File: src/rtl/mem_lsu.sv
// MEM-stage load/store unit: drives the data-bus handshake, stalls the pipeline while a
// memory op is in flight, and steers/extends byte lanes before handing the result to mem.
`timescale 1ns/1ps

module mem_lsu #(
    parameter int ADDR_WIDTH  = 32,
    parameter int RADDR_WIDTH = 5,
    parameter int RDATA_WIDTH = 32
) (
    input  logic                   clk_i,
    input  logic                   rst_i,
    input  logic [RADDR_WIDTH-1:0] reg_waddr_i,
    input  logic                   reg_we_i,
    input  logic [RDATA_WIDTH-1:0] reg_wdata_i,
    input  logic [3:0]             mem_op_i,
    input  logic [RDATA_WIDTH-1:0] mem_wdata_i,
    output logic                   dbus_req_o,
    output logic                   dbus_we_o,
    output logic [ADDR_WIDTH-1:0]  dbus_addr_o,
    output logic [3:0]             dbus_be_o,
    output logic [RDATA_WIDTH-1:0] dbus_wdata_o,
    input  logic                   dbus_gnt_i,
    input  logic                   dbus_rvalid_i,
    input  logic [RDATA_WIDTH-1:0] dbus_rdata_i,
    output logic [RADDR_WIDTH-1:0] reg_waddr_o,
    output logic                   reg_we_o,
    output logic [RDATA_WIDTH-1:0] reg_wdata_o,
    output logic                   stall_req_o,
    output logic                   misalign_o
);

    localparam logic [3:0] OP_LB  = 4'd1;
    localparam logic [3:0] OP_LH  = 4'd2;
    localparam logic [3:0] OP_LW  = 4'd3;
    localparam logic [3:0] OP_LBU = 4'd4;
    localparam logic [3:0] OP_LHU = 4'd5;
    localparam logic [3:0] OP_SB  = 4'd6;
    localparam logic [3:0] OP_SH  = 4'd7;
    localparam logic [3:0] OP_SW  = 4'd8;

    typedef enum logic [1:0] {IDLE, REQ, WAIT, DONE} state_t;

    state_t                 state_q, state_d;
    logic [3:0]             op_p1;
    logic [ADDR_WIDTH-1:0]  addr_p1;
    logic [RADDR_WIDTH-1:0] waddr_p1;
    logic                   we_p1;
    logic [3:0]             be_p1;
    logic [RDATA_WIDTH-1:0] wdata_p1;
    logic [RDATA_WIDTH-1:0] rdata_p2;
    logic                   latch_en;
    logic                   cap_en;
    logic                   in_load;
    logic                   in_store;
    logic                   in_misaligned;
    logic [ADDR_WIDTH-1:0]  in_addr;

    function automatic logic is_load_op(input logic [3:0] op);
        return (op >= OP_LB) && (op <= OP_LHU);
    endfunction

    function automatic logic is_store_op(input logic [3:0] op);
        return (op >= OP_SB) && (op <= OP_SW);
    endfunction

    function automatic logic [3:0] lane_be(input logic [3:0] op, input logic [1:0] lane);
        case (op)
            OP_LB, OP_LBU, OP_SB: lane_be = 4'b0001 << lane;
            OP_LH, OP_LHU, OP_SH: lane_be = lane[1] ? 4'b1100 : 4'b0011;
            default:              lane_be = 4'b1111;
        endcase
    endfunction

    function automatic logic [31:0] lane_wdata(input logic [3:0] op, input logic [31:0] data);
        case (op)
            OP_SB:   lane_wdata = {4{data[7:0]}};
            OP_SH:   lane_wdata = {2{data[15:0]}};
            default: lane_wdata = data;
        endcase
    endfunction

    // Pull the addressed lane out of the bus word and widen it for the register file.
    function automatic logic [31:0] load_extend(input logic [3:0] op, input logic [1:0] lane,
                                                input logic [31:0] word);
        logic [31:0]        shifted;
        logic signed [7:0]  b;
        logic signed [15:0] h;
        shifted = word >> {lane, 3'b000};
        b = shifted[7:0];
        h = lane[1] ? word[31:16] : word[15:0];
        case (op)
            OP_LB:   load_extend = {{24{b[7]}}, b};
            OP_LBU:  load_extend = {24'd0, b};
            OP_LH:   load_extend = {{16{h[15]}}, h};
            OP_LHU:  load_extend = {16'd0, h};
            default: load_extend = word;
        endcase
    endfunction

    always_comb begin
        in_addr       = reg_wdata_i[ADDR_WIDTH-1:0];
        in_load       = is_load_op(mem_op_i);
        in_store      = is_store_op(mem_op_i);
        in_misaligned = 1'b0;
        case (mem_op_i)
            OP_LH, OP_LHU, OP_SH: in_misaligned = in_addr[0];
            OP_LW, OP_SW:         in_misaligned = |in_addr[1:0];
            default:              in_misaligned = 1'b0;
        endcase
    end

    // ---- stage boundary: request fields latched in IDLE, load word captured on rvalid ----
    always_ff @(posedge clk_i or posedge rst_i) begin
        if (rst_i) begin
            state_q  <= IDLE;
            op_p1    <= '0;
            addr_p1  <= '0;
            waddr_p1 <= '0;
            we_p1    <= 1'b0;
            be_p1    <= '0;
            wdata_p1 <= '0;
            rdata_p2 <= '0;
        end else begin
            state_q <= state_d;
            if (latch_en) begin
                op_p1    <= mem_op_i;
                addr_p1  <= in_addr;
                waddr_p1 <= reg_waddr_i;
                we_p1    <= reg_we_i;
                be_p1    <= lane_be(mem_op_i, in_addr[1:0]);
                wdata_p1 <= lane_wdata(mem_op_i, mem_wdata_i);
            end
            if (cap_en)
                rdata_p2 <= dbus_rdata_i;
        end
    end

    // Outputs are forced to zero while reset is asserted so an in-flight request drops at once.
    always_comb begin
        state_d      = state_q;
        latch_en     = 1'b0;
        cap_en       = 1'b0;
        dbus_req_o   = 1'b0;
        dbus_we_o    = 1'b0;
        dbus_addr_o  = '0;
        dbus_be_o    = '0;
        dbus_wdata_o = '0;
        reg_waddr_o  = '0;
        reg_we_o     = 1'b0;
        reg_wdata_o  = '0;
        stall_req_o  = 1'b0;
        misalign_o   = 1'b0;
        if (!rst_i) begin
            case (state_q)
                IDLE: begin
                    reg_waddr_o = reg_waddr_i;
                    reg_wdata_o = reg_wdata_i;
                    reg_we_o    = reg_we_i;
                    if (in_load || in_store) begin
                        reg_we_o = 1'b0;
                        if (in_misaligned) begin
                            misalign_o = 1'b1;
                        end else begin
                            stall_req_o = 1'b1;
                            latch_en    = 1'b1;
                            state_d     = REQ;
                        end
                    end
                end
                REQ: begin
                    dbus_req_o   = 1'b1;
                    dbus_we_o    = is_store_op(op_p1);
                    dbus_addr_o  = {addr_p1[ADDR_WIDTH-1:2], 2'b00};
                    dbus_be_o    = be_p1;
                    dbus_wdata_o = wdata_p1;
                    stall_req_o  = 1'b1;
                    if (dbus_gnt_i) begin
                        if (is_store_op(op_p1)) begin
                            state_d = DONE;
                        end else if (dbus_rvalid_i) begin
                            cap_en  = 1'b1;
                            state_d = DONE;
                        end else begin
                            state_d = WAIT;
                        end
                    end
                end
                WAIT: begin
                    stall_req_o = 1'b1;
                    if (dbus_rvalid_i) begin
                        cap_en  = 1'b1;
                        state_d = DONE;
                    end
                end
                DONE: begin
                    state_d     = IDLE;
                    reg_waddr_o = waddr_p1;
                    if (is_load_op(op_p1)) begin
                        reg_we_o    = we_p1;
                        reg_wdata_o = load_extend(op_p1, addr_p1[1:0], rdata_p2);
                    end
                end
                default: state_d = IDLE;
            endcase
        end
    end

endmodule

File: config.mk
export PLATFORM = sky130hd
export DESIGN_NAME = mem_lsu
export DESIGN_NICKNAME = d
export VERILOG_FILES = /design/src/rtl/mem_lsu.sv
export SDC_FILE = /design/constraint.sdc
export NUM_CORES = 1
export LEC_CHECK = 0
export ABC_AREA = 1
export CAP_MARGIN = 20
export CORE_MARGIN = 4
export CORE_UTILIZATION = 43
export CTS_CLUSTER_DIAMETER = 200
export DETAILED_ROUTE_END_ITERATION = 8
export GPL_ROUTABILITY_DRIVEN = 0
export MAX_ROUTING_LAYER = met4
export PLACE_DENSITY_LB_ADDON = 0.15
export SETUP_SLACK_MARGIN = 0.2
export SYNTH_ARGS = -nofsm -noshare
export SYNTH_HDL_FRONTEND = slang
export SYNTH_SLANG_ARGS = --single-unit
File: constraint.sdc
create_clock -name clk_i -period 8 [get_ports clk_i]
set_input_delay 2.4 -clock clk_i [delete_from_list [all_inputs] [get_ports clk_i]]
set_output_delay 2.4 -clock clk_i [all_outputs]
set_load 0.02 [all_outputs]
==> reports/metrics.csv <==
metric,value,unit
outcome,finished clean,
n_fill_cell,1504,
setup_tns,0,ps
cpPeakStageDelay,630,ps
drive_above_1_share,4.92,%
final_cell_mix,"nand2_1 (302), clkdlybuf4s50_1 (217), inv_1 (118), nor2_1 (113), dfrtp_1 (112)",
io_buffers,217,
grt-ovfl-total,0,
final_nets,1311,
r2r_start,state_q[0]$_DFFE_PP0P_,
syn_to_final_growth,38.0,%
via_per_inst,5.03,
reg2reg_slack,5420,ps
dpl.hpwl,15900,um
clockBufferDepth,2,
report.final.slew_viol_count,0,
ys_types,26,
io_pins,220,
synth-compound-area-share,18.1,%
tightest_slew,857,ps
drc,0,
syn-cell-area,6780,um^2
period_share,86.3,%
grt_pass1_wl,35400,um
fp-row-count,45,
crit_chain,"clkdlybuf4s50_1, inv_1, nand2_1, inv_2, nand2_1, nand2_1, nand2_1, nand2_1, nor2_4, inv_1, a21oi_1, clkdlybuf4s50_1",
grt_pass1_vias,6702,
synth_seq_cells,112,
p_per_area,326,nW/um^2
synthSimpleGateAreaFrac,26.7,%
cts_sinks,112,
cp_common_cell,nand2_1,
synth_fa_ha_area_share,1.11,%
finalClockSkew,6.87,ps
hold_end,waddr_p1[1]$_DFFE_PP0P_,
die_y,134,um
track_usage,25.5,%
synth_top_family_by_area,simple AND/OR/NAND/NOR gates,
crit_family,buffers and inverters,
path_buf_inv,5,
maxCapViolCount,0,
drt-initial-drc-count,634,
wl,22100,um
max-vdd-ir-drop,0.184,mV
cts-buffers-inserted,9,
syn-instance-count,1009,
insertion_delay,360,ps
preCtsSetupSlack,1100,ps
rr_worst_depth,9,
cts_resized,0,
fmax,145,MHz
cts_setup_buffers,0,
synth_xor_area_share,0,%
holdCritStartpoint,waddr_p1[1]$_DFFE_PP0P_,
avgSynthCellArea,6.72,um^2
utilization,61.1,%
setup_viol,0,
cp.arrival,4500,ps
grt_start_max_net_pins,119,
cts_tree,built,
synth.mux.area_fraction,1.33,%
design_area,9360,um^2
diodes,0,
final_common_cell,nand2_1,
final_cells,1410,
root_buffer,clkbuf_16,
crit_fanout,10,
routedWlPerCell,15.7,um
rr_endpoint,addr_p1[15]$_DFFE_PP0P_,
core-area,15300,um^2
clk_pin_slew,80,ps
period_minus_slack,6900,ps
place_inst,1393,
hold_depth,2,
yosys_warnings,0,
power,3.05,mW
vias,7086,
hp-class,flop to flop,
maxSlewHeadroom,42.7,%
worst_ep_required_time,5600,ps
rsz0062_at_grt,false,
ant_nets,0,
cp-end-kind,output pin,
dr.pass1.iters,6,
yosysSeqAreaShare,41.3,%
h-tree-depth,3,
initial_core_util,44.3,%
dieWidth,134,um
slowest_stage,clkdlybuf4s50_1,
crit_path_start_kind,input port,
dpl_cell_area,9030,um^2
critPathKind,input port to output pin,
power.leakage,4.28,nW
cts-hold-fix-buffers,0,
grt_antenna_before_repair,0,
hold_viol,0,
die-area,17800,um^2
layout_setup_ws,1100,ps
hold_slack,477,ps
==> worst reg2reg max path, stage by stage, from the launching register on <==
cell	delay [ps]
dfrtp_1	450
inv_1	160
ha_1	160
buf_4	420
nand4_1	230
nor2_4	150
buf_4	300
buf_16	330
nand2_1	210
o21ai_0	100
==> sequential cells by signal, summed over array words and instances, names as in the netlist <==
name and count:
addr_p1 32, be_p1 4, op_p1 4, rdata_p2 32, state_q 2, waddr_p1 5
wdata_p1 32, we_p1 1
==> final cells by class <==
type,count,area (um^2),area share (%)
Tap cell,211,264,2.82
Sequential cell,112,2800,29.9
Clock inverter,6,51.3,0.548
Inverter,125,473,5.05
Multi-Input combinational cell,714,3220,34.4
Clock buffer,9,225,2.41
Timing Repair Buffer,233,2320,24.8
==> per-layer routing <==
metal  vias up  wire length (um)  GRT usage [%]
met1      3244             10300           36.2
li1       3550                 -              -
met3        25              1800           5.29
met5         -                 0              -
met4         0               344           6.17
met2       267              9670           37.4
==> where the power goes <==
part / leakage (nW) / switching (mW) / internal (mW)
registers: 1.32 / 0.149 / 0.831
logic: 2.81 / 1.04 / 0.588
clock network: 0.139 / 0.224 / 0.216
==> how the worst max path moves through the flow <==
stage	to	cells past startpoint	startpoint
detailed placement	stall_req_o	12	mem_op_i[3]
CTS	stall_req_o	12	mem_op_i[3]
global route	stall_req_o	9	mem_op_i[0]
global placement	stall_req_o	12	mem_op_i[3]
floorplan	reg_waddr_o[0]	5	rst_i
finish	stall_req_o	12	mem_op_i[3]
==> cells in the mapped netlist <==
master      n  area [um^2]
ha_1        6         75.1
dfrtp_1   112         2800
clkbuf_1   24         90.1
nand3_1    34          170
o21ai_2     6         52.6
nand2_2     3         18.8
clkinv_1    2         7.51
buf_6       5         56.3
conb_1      1         3.75
a31oi_1    16          100
o21ai_0   106          531
a21oi_1   107          536
buf_2      19         95.1
or2_2       1         6.26
o21ai_1     2         10.0
nor2_2      2         12.5
nand3_2     1         10.0
nand4_1     3         18.8
inv_1     120          450
buf_1       6         22.5
inv_2       3         11.3
nand2_1   303         1140
mux2_2      8         90.1
buf_4       5         37.5
nor2_1    113          424
nor2_4      1         11.3
==> cell families (layout without fill, tap and decap cells) <==
logic type                 Yosys count  after routing
and+or+nand+nor                    461            461
buffers and inverters              184            373
AOI/OAI and AO/OA                  237            237
other                                1              2
DFF                                112            112
adders and majority gates            6              6
muxes                                8              8
No activity file was read; power rests on OpenSTA's default activity.
